===== config.mk =====
export PLATFORM = sky130hd
export DESIGN_NAME = byte_mem_arbiter
export DESIGN_NICKNAME = d
export VERILOG_FILES = /design/src/rtl/byte_mem_arbiter.sv
export SDC_FILE = /design/constraint.sdc
export NUM_CORES = 1
export LEC_CHECK = 0
export BUFFER_PORTS_ARGS = -buffer_cell sky130_fd_sc_hd__buf_2
export CAP_MARGIN = 10
export CORE_MARGIN = 4
export CORE_UTILIZATION = 41
export CTS_BUF_LIST = sky130_fd_sc_hd__clkbuf_4 sky130_fd_sc_hd__clkbuf_8 sky130_fd_sc_hd__clkbuf_16
export DETAILED_ROUTE_END_ITERATION = 8
export PLACE_DENSITY = 0.82
export SLEW_MARGIN = 20
export SYNTH_ARGS = -nofsm -noshare
export SYNTH_HDL_FRONTEND = slang
export SYNTH_SLANG_ARGS = --single-unit

===== constraint.sdc =====
create_clock -name clk -period 1.45 [get_ports clk]
set_clock_uncertainty 0.05 [all_clocks]
set_input_delay 0 -clock clk [delete_from_list [all_inputs] [get_ports clk]]
set_output_delay 0 -clock clk [all_outputs]
set_load 0.03 [all_outputs]

===== src/rtl/byte_mem_arbiter.sv =====
// Round-robin two-port arbiter/sequencer for single-byte reads and writes
// into a 24-bit-word data RAM with a registered read port.
module byte_mem_arbiter #(
    parameter int AW = 10
) (
    input  logic            clk,
    input  logic            rst,
    input  logic [1:0]      req,
    input  logic [1:0]      we,
    input  logic [2*AW-1:0] addr,
    input  logic [3:0]      lane,
    input  logic [15:0]     wdata,
    output logic [1:0]      gnt,
    output logic [1:0]      done,
    output logic            err,
    output logic [7:0]      rdata,
    output logic            mem_en,
    output logic            mem_wren,
    output logic [AW-1:0]   mem_addr,
    output logic [2:0]      mem_byteena,
    output logic [23:0]     mem_wdata,
    input  logic [23:0]     mem_rdata,
    output logic [2:0]      state_dbg
);

    // Handshake: a requester holds req[i] and its fields stable until gnt[i]
    // pulses; gnt means the fields are latched, done[i] closes the transaction.
    // A req still high after done is a fresh request, sampled only in IDLE.

    typedef enum logic [2:0] {
        S_IDLE    = 3'd0,
        S_ISSUE   = 3'd1,
        S_WAIT    = 3'd2,
        S_CAPTURE = 3'd3,
        S_RESP    = 3'd4
    } state_t;

    state_t state, state_next;

    logic ptr;
    logic cur_port;
    logic cur_we;
    logic [1:0] cur_lane;
    logic cur_bad;

    logic sel_port;
    logic sel_we;
    logic [AW-1:0] sel_addr;
    logic [1:0] sel_lane;
    logic [7:0] sel_wdata;
    logic take;

    logic [1:0]    gnt_d;
    logic [1:0]    done_d;
    logic          err_d;
    logic [7:0]    rdata_d;
    logic          mem_en_d;
    logic          mem_wren_d;
    logic [AW-1:0] mem_addr_d;
    logic [2:0]    mem_byteena_d;
    logic [23:0]   mem_wdata_d;

    // Sole requester wins; on contention the pointed port wins.
    assign sel_port  = (req == 2'b11) ? ptr : req[1];
    assign sel_we    = sel_port ? we[1] : we[0];
    assign sel_addr  = sel_port ? addr[2*AW-1:AW] : addr[AW-1:0];
    assign sel_lane  = sel_port ? lane[3:2] : lane[1:0];
    assign sel_wdata = sel_port ? wdata[15:8] : wdata[7:0];
    assign take      = (state == S_IDLE) && (req != 2'b00);
    assign cur_bad   = (cur_lane == 2'd3);
    assign state_dbg = state;

    always_comb begin
        state_next    = state;
        gnt_d         = 2'b00;
        done_d        = 2'b00;
        err_d         = 1'b0;
        rdata_d       = 8'h00;
        mem_en_d      = 1'b0;
        mem_wren_d    = 1'b0;
        mem_addr_d    = mem_addr;
        mem_byteena_d = 3'b000;
        mem_wdata_d   = mem_wdata;

        case (state)
            S_IDLE: begin
                if (take) begin
                    state_next = S_ISSUE;
                end
            end
            S_ISSUE: begin
                state_next = (cur_we || cur_bad) ? S_RESP : S_WAIT;
            end
            S_WAIT: begin
                state_next = S_CAPTURE;
            end
            S_CAPTURE: begin
                state_next = S_RESP;
            end
            S_RESP: begin
                state_next = S_IDLE;
            end
            default: begin
                state_next = S_IDLE;
            end
        endcase

        // Outputs are computed one cycle ahead so every port is a flop.
        if (take) begin
            gnt_d = sel_port ? 2'b10 : 2'b01;
            if (sel_lane != 2'd3) begin
                mem_en_d   = 1'b1;
                mem_wren_d = sel_we;
                mem_addr_d = sel_addr;
                case (sel_lane)
                    2'd0: begin
                        mem_byteena_d = 3'b001;
                        mem_wdata_d   = {16'h0000, sel_wdata};
                    end
                    2'd1: begin
                        mem_byteena_d = 3'b010;
                        mem_wdata_d   = {8'h00, sel_wdata, 8'h00};
                    end
                    default: begin
                        mem_byteena_d = 3'b100;
                        mem_wdata_d   = {sel_wdata, 16'h0000};
                    end
                endcase
            end
        end

        if ((state == S_ISSUE && (cur_we || cur_bad)) || state == S_CAPTURE) begin
            done_d = cur_port ? 2'b10 : 2'b01;
            err_d  = (state == S_ISSUE) && cur_bad;
        end

        if (state == S_CAPTURE) begin
            case (cur_lane)
                2'd0:    rdata_d = mem_rdata[7:0];
                2'd1:    rdata_d = mem_rdata[15:8];
                default: rdata_d = mem_rdata[23:16];
            endcase
        end
    end

    always_ff @(posedge clk) begin
        if (rst) begin
            state       <= S_IDLE;
            ptr         <= 1'b0;
            cur_port    <= 1'b0;
            cur_we      <= 1'b0;
            cur_lane    <= 2'd0;
            gnt         <= 2'b00;
            done        <= 2'b00;
            err         <= 1'b0;
            rdata       <= 8'h00;
            mem_en      <= 1'b0;
            mem_wren    <= 1'b0;
            mem_addr    <= '0;
            mem_byteena <= 3'b000;
            mem_wdata   <= 24'h000000;
        end else begin
            state       <= state_next;
            gnt         <= gnt_d;
            done        <= done_d;
            err         <= err_d;
            rdata       <= rdata_d;
            mem_en      <= mem_en_d;
            mem_wren    <= mem_wren_d;
            mem_addr    <= mem_addr_d;
            mem_byteena <= mem_byteena_d;
            mem_wdata   <= mem_wdata_d;
            if (take) begin
                ptr      <= ~sel_port;
                cur_port <= sel_port;
                cur_we   <= sel_we;
                cur_lane <= sel_lane;
            end
        end
    end

endmodule


# == Yosys cells after proc, flatten, opt, wreduce, memory -nomap -nowiden ==
# Index checks and enable logic that the tools add are counted.
# word_totals
register_bits,60
output_inout_bits,55
elab_cells,56
# op_classes
n_eq_ne,9
mux,14
n_bitwise,5
n_reduce_logical,14
# ops
cell,n
one-hot mux 24 bit (2 select lines),1
one-hot mux 8 bit (2 select lines),1
one-hot mux 3 bit (4 select lines),1
two-way mux 10 bit,1
two-way mux 8 bit,1
equality test 3 x 2 -> 1 bit (second input constant),2
two-way mux 2 bit,3
two-way mux 3 bit,2
one-hot mux 3 bit (2 select lines),1
OR reduction 2 bit,3
NOT 1 bit,5
equality test 2 x 1 -> 1 bit (second input constant),2
equality test 2 bit (second input constant),2
logical NOT 2 bit,2
!= test 2 bit (second input constant),2
equality test 3 x 1 -> 1 bit (second input constant),1
logical AND 1 bit,3
logical NOT 3 bit,1
two-way mux 1 bit,3
OR reduction 3 bit,1
logical OR 1 bit,2
AND reduction 2 bit,1
nonzero test 2 bit,1

# == Depth between registers and ports, before layout ==
# Gate-level depths: netlist of run 1.
# logic_depth
depth_word,6
depth_mapped,6

# == Worst setup path after synthesis of run 1 ==
# No wires, ideal clock.
# synth_timing
path_type,register to register
from,"register state[0], in the netlist state_dbg[0]"
to,register mem_addr[1]
setup_time_ns,0.086
arrival_ns,1.465
path_slack_ns,-0.151
path_stages_with_launch,6
path_buffers,2
path_cell_list,dfxtp_1 -> buf_2 -> nor4_4 -> nand3_2 -> buf_4 -> a221oi_2
# synth_via
elab_chain_len,3
# synth_lines
element,line_no,text
start: declaration,38,"state_t state, state_next;"
start signal: assignment,163,state <= state_next;
logical NOT 3 bit,69,assign take = (state == S_IDLE) && (req != 2'b00);
logical AND 1 bit,69,
AND reduction 2 bit (no line),--,
end signal: assignment,170,mem_addr <= mem_addr_d;
end: declaration,19,"output logic [AW-1:0] mem_addr,"
# No other way between the ends.
# A chain may end at the register's enable or synchronous reset.

# == Worst setup path in the final report of run 1 ==
# layout_timing
from,register ptr
to,register mem_addr[1]
# layout_via
elab_chain_len,4
word_cells_on_any_way,5
classes_between,eq/ne (1); mux (3); reduce/logical (1)
# layout_lines
element,line_no,text
start: declaration,40,logic ptr;
start signal: assignment,174,ptr <= ~sel_port;
two-way mux 1 bit *,64,assign sel_port = (req == 2'b11) ? ptr : req[1];
two-way mux 2 bit,67,assign sel_lane = sel_port ? lane[3:2] : lane[1:0];
!= test 2 bit,111,if (sel_lane != 2'd3) begin
AND reduction 2 bit (no line),--,
# Mark *: on every way between the ends. The rest lies on a longest branch, timed or not.

==> results.cfg, run 1 <==
[status]
outcome = finished with violations
violations = negative setup slack

[timing]
timing.hold.ws_ns = 0.0241
timing.final.crit_share = 1.04
hold_viol = 0
worst_pin_slew_ns = 0.401
layout_setup_ws_ns = -0.0635
finalSetupViolCount = 29
max_freq_mhz = 661
finalCriticalPeriod_ns = 1.51
drv_slew = 0
rsz0062_at_grt = yes
relSlewSlack = 0.731

[setup_path]
reg2reg_to = mem_addr[1]
cp_max_fo = 11
arrival_ns = 1.66
crit_type = reg -> reg
crit_required_ns = 1.59
r2r_slack_ns = -0.06
r2r-start = ptr
cp-end-kind = register
ff2ff_path_depth = 5
critPathLaunchType = register

[yosys]
yosysWarnings = 0
synth_nets = 325
synth_area_leader_cell = dfxtp_1
synth-seq-cells = 60
synthesis.area_um2 = 2520
syn_area_per_cell_um2 = 9.89
synth_cells = 255
yosys-top-cells-area = dfxtp_1 48%, o2bb2ai_1 8.3%, mux2i_1 7.5%, a221oi_2 4.8%, a21oi_1 4.0%
synthFlopType = dfxtp_1
yosysMostFrequentCell = dfxtp_1
async_reset_ff_frac = 0
synth_edf_count = 0
yosysTopAreaCellShare = 0.476
ys_top_cells_by_count = 60 x dfxtp_1, 26 x nor2_1, 24 x o2bb2ai_1
synth_cell_type_count = 31
ys_seq_area_frac = 0.476

[die]
rows = 28
die_area_um2 = 7470
io_pins = 125
die_h_um = 86.4
initial_core_util = 0.424
coreArea_um2 = 5960
die_w_um = 86.4

[place]
placed_area_um2 = 3350
place.gp.congestion = 0.838
place_inst = 457
dp_hpwl_um = 5290
io_buffers = 124
preCtsSetupSlack_ns = -0.179

[grt]
antenna_found_initial = 0
grt_max_degree = 19
grtUsageTotal = 0.234
grt_pass1_wl_um = 13800
grt_pass1_vias = 2980
grt-ovfl-total = 0

[cts]
clk_path_buf_depth = 2
cts_buffers = 9
clk_latency_ns = 0.32
cts_max_level = 3
clock-sinks = 60
clock-root-buffer = clkbuf_8
clk_pin_slew_ns = 0.07
cts_tree = yes

[finish]
final_design_area_no_fill_um2 = 4430
nNetsFinal = 525
post_layout_nonfiller_instances = 535
fin_util = 0.743
num-fill-cells = 438
seqCellArea_um2 = 1210
layout-drive-gt1-share = 0.489
multi_input_area_um2 = 1410
num_antenna_cells = 0
area.growth.synth_to_final_pct = 75.4

[drt]
wl_per_cell_um = 16.8
met1_length_um = 3420
viasPerCell = 5.30
first_pass_iters = 4
postRouteAntennaNets = 0
wl_met3_um = 732
drt-total-wl_um = 8970
drtIter0Drc = 174
top_layer = met4
drc_errors = 0
num_vias = 2835
met2_length_um = 4560

[pwr]
ir_drop_uv = 683
leakagePower_nw = 1.99
cellPowerDensity_nw_per_um2 = 1100

[run]
maxCapViolations = 0

[hold_path]
min_path_type = in -> reg
holdPathStages = 3
hold_end = mem_addr[6]
hold_start = addr[6]
## layout by cell type, fill, tap and decap left out, drive strengths merged, types with 3 or more instances in the layout
| cell | instances |
|---|---|
| nand3 | 12 |
| o21ai | 4 |
| inv | 14 |
| nor3 | 6 |
| a221oi | 10 |
| nand2 | 8 |
| a211oi | 4 |
| mux2i | 19 |
| nor4 | 3 |
| nor4b | 3 |
| o2bb2ai | 24 |
| dlygate4sd3 | 45 |
| a21oi | 20 |
| nor2 | 28 |
| o31ai | 10 |
| buf | 162 |
| nand2b | 3 |
| dfxtp | 60 |
| clkbuf | 15 |
## what timing repair did
| action | 4_1_cts | 5_1_grt |
|---|---|---|
| endpoints found under the setup margin | 36 | 39 |
| hold endpoints to repair | 37 | 0 |
| hold buffers | 45 | 0 |
| gates cloned | 1 | 1 |
| pin swaps | 9 | 6 |
| buffers inserted | 7 | 8 |
| resized for setup | 32 | 19 |
## layout make-up
class / instances / share of cell area
Clock inverter: 2 / 0.00226
Inverter: 14 / 0.0119
Timing Repair Buffer: 208 / 0.334
Sequential cell: 60 / 0.273
Multi-Input combinational cell: 162 / 0.319
Clock buffer: 14 / 0.0379
Tap cell: 75 / 0.0212
## layer usage
layer,track usage,vias to the layer above
met2,0.402,157
met5,0,-
met3,0.0665,35
met1,0.261,1306
met4,0.123,0
li1,-,1337
## worst max-delay path, stage by stage, from the launching register on
cell and delay, ns:
dfxtp_2 0.32, and2b_4 0.31, nor2_4 0.08, buf_6 0.17, o31ai_1 0.34, a221oi_2 0.11
## power breakdown
part / switching (mW) / internal (mW)
logic: 0.884 / 0.761
clock network: 0.606 / 0.739
registers: 0.0790 / 1.78
total: 1.57 / 3.28
## sequential cells by signal, indices dropped and copies added (netlist names)
signal and count:
mem_en 1, rdata 8, mem_addr 10, mem_wren 1, cur_port 1, mem_byteena 3, state_dbg 3, cur_we 1
cur_lane 2, mem_wdata 24, err 1, ptr 1, done 2, gnt 2
## worst max path at each step
| stage | startpoint | end | slack, ns | depth (start not counted) |
|---|---|---|---|---|
| finish | ptr | mem_addr[1] | -0.06 | 5 |
| CTS | state_dbg[2] | mem_wdata[12] | -0.03 | 5 |
| detailed placement | ptr | mem_wdata[3] | -0.18 | 5 |
| floorplan | state_dbg[1] | mem_addr[1] | -0.06 | 5 |
| global placement | ptr | mem_wdata[3] | -0.11 | 5 |
| global route | state_dbg[1] | mem_addr[1] | -0.12 | 5 |
## cells by family after synthesis
logic type | after synthesis | synth area share
compound gates | 75 | 0.245
simple gates | 67 | 0.137
flops | 60 | 0.476
buf+inv | 34 | 0.0660
mux | 19 | 0.0754
## stage by stage
stage | TNS [ns] | power [mW]
3_3_place_gp | -1.84 | 3.05
6_report | -0.573 | 4.85
5_1_grt | -2.52 | 5.07
3_5_place_dp | -3.59 | 3.08
4_1_cts | -0.519 | 4.67
2_1_floorplan | -1.48 | 2.71
Note: power is estimated with default switching activity, not from simulation.
==> run 2, diff against run 1 <==
--- a/config.mk
+++ b/config.mk
@@ -5,7 +5,7 @@
 export SDC_FILE = /design/constraint.sdc
 export NUM_CORES = 1
 export LEC_CHECK = 0
-export BUFFER_PORTS_ARGS = -buffer_cell sky130_fd_sc_hd__buf_2
+export BUFFER_PORTS_ARGS = -buffer_cell sky130_fd_sc_hd__clkbuf_2
 export CAP_MARGIN = 10
 export CORE_MARGIN = 4
 export CORE_UTILIZATION = 41
==> run 2 against run 1 <==
Net effect:
- the run ends with negative hold slack, negative setup slack left
- combinational power about the same
- power up 10%
- maximum frequency up 0.71%
- critical endpoint is now mem_addr[9]
==> results.cfg, run 2 (synthesized netlist as in run 1, its figures left out) <==
[die]
die_h_um = 86.4
die_w_um = 86.4
die_area_um2 = 7470
io_pins = 125
rows = 28
initial_core_util = 0.424
coreArea_um2 = 5960

[cts]
clock-root-buffer = clkbuf_8
cts_tree = yes
cts_buffers = 9
clk_path_buf_depth = 2
clk_pin_slew_ns = 0.07
clock-sinks = 60
clk_latency_ns = 0.34
cts_max_level = 3

[finish]
largest_register = mem_wdata
layout_common_cells = 124 x clkbuf_2, 56 x dfxtp_1, 42 x dlygate4sd3_1, 25 x nor2_1, 22 x buf_4
num-fill-cells = 396
nNetsFinal = 522
layout-drive-gt1-share = 0.519
fin_util = 0.761
final_design_area_no_fill_um2 = 4530
num_antenna_cells = 0
final_common_cell = clkbuf_2
top_regs = mem_wdata (24), mem_addr (10), rdata (8)
largest_register_ffs = 24
area.growth.synth_to_final_pct = 79.6

[timing]
timing.hold.ws_ns = -0.00511
max_freq_mhz = 665
hold_viol = 1
worst_pin_slew_ns = 0.397
layout_setup_ws_ns = -0.0528
relSlewSlack = 0.735
drv_slew = 0
finalCriticalPeriod_ns = 1.50
finalSetupViolCount = 35
timing.final.crit_share = 1.04
rsz0062_at_grt = yes

[setup_path]
cp_max_fo = 12
critPathLaunchType = register
r2r-start = ptr
crit_type = reg -> reg
cp-end-kind = register
r2r_slack_ns = -0.05
arrival_ns = 1.71
crit_required_ns = 1.65
crit_path_start = ptr

[grt]
grtUsageTotal = 0.247
antenna_found_initial = 0
grt-ovfl-total = 0
grt_max_degree = 20
grt_pass1_vias = 2984
grt_pass1_wl_um = 14300

[run]
maxCapViolations = 0

[place]
io_buffers = 124
placed_area_um2 = 3350
place.gp.congestion = 0.782
dp_hpwl_um = 5310

[drt]
wl_per_cell_um = 17.8
first_pass_iters = 4
drt-total-wl_um = 9490
num_vias = 2826
postRouteAntennaNets = 0
viasPerCell = 5.31
drtIter0Drc = 213
drc_errors = 0

[pwr]
ir_drop_uv = 769
leakagePower_nw = 1.99
cellPowerDensity_nw_per_um2 = 1180

[status]
violations = negative hold slack, negative setup slack
outcome = finished with violations

[hold_path]
min_path_type = in -> reg
hold_start = req[0]
[run 2: changes by cell type in the layout (fill, tap and decap cells not counted), sizes merged]
cell | previous run | this run
dlygate4sd3 | 45 | 42
clkinv | 2 | 1
o21ai | 4 | 6
buf | 162 | 37
bufinv | 0 | 2
clkbuf | 15 | 137
[run 2: worst max-delay path: stages, from the launching register on]
cell	delay, ns
dfxtp_2	0.33
and2b_2	0.27
o21ai_4	0.21
nand3_2	0.12
buf_12	0.17
a221oi_2	0.26
[run 2: power by group]
group | internal [mW] | switching (mW) | total [mW] | leakage, nW
Sequential | 1.78 | 0.0848 | 1.87 | 0.491
Combinational | 0.738 | 0.915 | 1.65 | 1.37
Clock | 1.18 | 0.653 | 1.84 | 0.128
Total | 3.70 | 1.65 | 5.36 | 1.99
[run 2: what timing repair did]
| action | in CTS | in global routing |
|---|---|---|
| setup buffers | 8 | 5 |
| hold buffers | 42 | 0 |
| setup endpoints to repair | 36 | 42 |
| pin swaps | 14 | 5 |
| gates cloned | 3 | 0 |
| gates resized for setup | 44 | 21 |
| endpoints found under the hold margin | 34 | 0 |
[run 2: stage by stage]
step	power, mW	setup TNS [ns]	worst slack (ns)	cells	hold slack, ns
3_5_place_dp	3.09	-2.80	-0.118	458	0.190
3_3_place_gp	3.06	-1.38	-0.0807	458	0.183
6_report	5.36	-1.07	-0.0528	532	-0.00511
4_1_cts	5.19	-0.219	-0.0428	527	-0.0261
2_1_floorplan	2.71	-1.48	-0.0631	255	0.0927
5_1_grt	5.57	-2.93	-0.109	532	0.0166
[run 2: per-layer routing]
metal | share of wire | track usage | vias up
met3 | 0.083 | 0.0894 | 25
met4 | 0.026 | 0.126 | 0
met5 | 0 | 0 | -
met2 | 0.52 | 0.418 | 133
li1 | - | - | 1342
met1 | 0.37 | 0.271 | 1326
[run 2: worst paths after layout]
path / to / cells past startpoint
setup reg to reg: mem_addr[9] / 5
setup / recovery: mem_addr[9] / 5
hold / removal: state_dbg[0] / 3
hold reg to reg: mem_wdata[15] / 1
[run 2: layout make-up]
type | instances | area (µm²) | share of cell area
inverter | 14 | 52.6 | 0.0116
tap | 75 | 93.8 | 0.0207
clock buffer | 13 | 184 | 0.0406
timing repair buffer | 203 | 1450 | 0.319
clock inverter | 3 | 65.1 | 0.0144
multi-input combinational | 164 | 1480 | 0.327
sequential | 60 | 1210 | 0.267
==> run 3, diff against run 2 <==
--- a/config.mk
+++ b/config.mk
@@ -5,13 +5,14 @@
 export SDC_FILE = /design/constraint.sdc
 export NUM_CORES = 1
 export LEC_CHECK = 0
-export BUFFER_PORTS_ARGS = -buffer_cell sky130_fd_sc_hd__clkbuf_2
 export CAP_MARGIN = 10
 export CORE_MARGIN = 4
-export CORE_UTILIZATION = 41
+export CORE_UTILIZATION = 42
 export CTS_BUF_LIST = sky130_fd_sc_hd__clkbuf_4 sky130_fd_sc_hd__clkbuf_8 sky130_fd_sc_hd__clkbuf_16
 export DETAILED_ROUTE_END_ITERATION = 8
-export PLACE_DENSITY = 0.82
+export DONT_BUFFER_PORTS = 1
+export PLACE_DENSITY = 0.65
+export REMOVE_ABC_BUFFERS = 1
 export SLEW_MARGIN = 20
 export SYNTH_ARGS = -nofsm -noshare
 export SYNTH_HDL_FRONTEND = slang
==> run 3 against run 2 <==
Net effect:
- the run still ends with negative hold slack, negative setup slack left
- sequential cell count is the same
- global-route usage decreased by 4.7 points
- via count decreased by 19%
- non-clock buffer count down 117
- sequential power rose by 5%
- final area decreased by 11%
- critical endpoint is now mem_addr[4]
- worst setup slack worse by 0.0076 ns
==> results.cfg, run 3 (synthesized netlist as in run 1, its figures left out) <==
[status]
outcome = finished with violations
violations = negative hold slack, negative setup slack

[timing]
hold_viol = 14
worst_pin_slew_ns = 0.431
finalSetupViolCount = 8
layout_setup_ws_ns = -0.0604
finalCriticalPeriod_ns = 1.51
relSlewSlack = 0.713
timing.final.crit_share = 1.04
rsz0062_at_grt = yes
setup_tns_ns = -0.163
drv_slew = 0
max_freq_mhz = 662
timing.hold.ws_ns = -0.159

[grt]
grt-ovfl-total = 0
grt_pass1_wl_um = 11500
grtUsageTotal = 0.200
antenna_found_initial = 0
grt_pass1_vias = 2273
grt_max_degree = 25

[finish]
multi_input_area_um2 = 1550
fin_util = 0.712
num_antenna_cells = 0
final_common_cell = dfxtp_1
top_regs = mem_wdata (24), mem_addr (10), rdata (8)
num-fill-cells = 381
nNetsFinal = 404
layout-drive-gt1-share = 0.342
layout_common_cells = 57 x dfxtp_1, 47 x dlygate4sd3_1, 26 x buf_4, 25 x nor2_1, 20 x a21oi_1
post_layout_nonfiller_instances = 411
seqCellArea_um2 = 1200
final_design_area_no_fill_um2 = 4040
largest_register_ffs = 24
area.growth.synth_to_final_pct = 60.3
largest_register = mem_wdata

[setup_path]
crit_required_ns = 1.63
critPathLaunchType = register
ff2ff_path_depth = 5
r2r_slack_ns = -0.06
reg2reg_to = mem_addr[4]
crit_type = reg -> reg
r2r-start = state_dbg[1]
cp-end-kind = register
cp_max_fo = 12
arrival_ns = 1.69

[hold_path]
hold_end = gnt[1]
hold_start = req[1]
min_path_type = in -> reg
holdPathStages = 2

[die]
die_w_um = 85.5
io_pins = 125
coreArea_um2 = 5680
die_area_um2 = 7310
initial_core_util = 0.444
die_h_um = 85.5
rows = 27

[cts]
clk_latency_ns = 0.33
cts_max_level = 3
cts_buffers = 9
clk_pin_slew_ns = 0.07
clock-root-buffer = clkbuf_8
cts_tree = yes
clock-sinks = 60
clk_path_buf_depth = 2

[pwr]
leakagePower_nw = 1.51
cellPowerDensity_nw_per_um2 = 1290
ir_drop_uv = 688

[drt]
drtIter0Drc = 94
num_vias = 2291
viasPerCell = 5.57
drt-total-wl_um = 8180
wl_per_cell_um = 19.9
first_pass_iters = 4
drc_errors = 0
postRouteAntennaNets = 0

[place]
io_buffers = 0
placed_area_um2 = 2780
place_inst = 338
dp_hpwl_um = 4560
place.gp.congestion = 0.826

[run]
maxCapViolations = 0
-- run 3: worst max-delay path, cell delays in order (launching register included) --
cell and delay, ns:
dfxtp_2 0.34, nor4_4 0.26, buf_4 0.19, nand3_2 0.10, buf_12 0.17, a221oi_2 0.30
-- run 3: final cells by class --
class	count	area share
Clock buffer	10	0.0340
Clock inverter	6	0.0275
Sequential cell	60	0.298
Multi-Input combinational cell	163	0.383
Timing Repair Buffer	86	0.223
Tap cell	72	0.0223
Inverter	14	0.0130
-- run 3: routing by layer --
metal,vias to the layer above,share of wire,track usage
li1,1104,-,-
met5,-,0,0
met4,0,0.012,0.0691
met3,12,0.072,0.0682
met2,89,0.52,0.343
met1,1086,0.39,0.231
-- run 3: how the worst max path moves through the flow --
stage                            start             to  slack, ns  cells past startpoint
after detailed placement  state_dbg[2]    mem_addr[9]      -0.08                      4
final                     state_dbg[1]    mem_addr[4]      -0.06                      5
after floorplan           state_dbg[0]  mem_wdata[10]      -1.01                      3
after global placement    state_dbg[2]    mem_addr[9]      -0.03                      4
after CTS                 state_dbg[2]   mem_wdata[8]      -0.04                      6
after global routing      state_dbg[1]    mem_addr[4]      -0.11                      5
-- run 3: through the flow --
stage / power, mW / setup WS (ns)
2_1_floorplan: 2.59 / -1.01
3_5_place_dp: 2.94 / -0.0775
4_1_cts: 5.01 / -0.0394
5_1_grt: 5.40 / -0.105
3_3_place_gp: 2.92 / -0.0307
6_report: 5.21 / -0.0604
-- run 3: where the power goes --
group	total [mW]	internal, mW	switching, mW	leakage [nW]
Sequential	1.97	1.78	0.193	0.491
Combinational	1.35	0.644	0.702	0.897
Clock	1.89	1.19	0.698	0.122
Total	5.21	3.61	1.59	1.51
-- run 3: what timing repair did --
action | in CTS | in global routing
endpoints found under the hold margin | 55 | 47
hold buffers | 40 | 8
setup endpoints to repair | 38 | 42
cloned | 1 | 4
pin swaps | 2 | 14
gates resized for setup | 32 | 39
setup buffers | 2 | 2
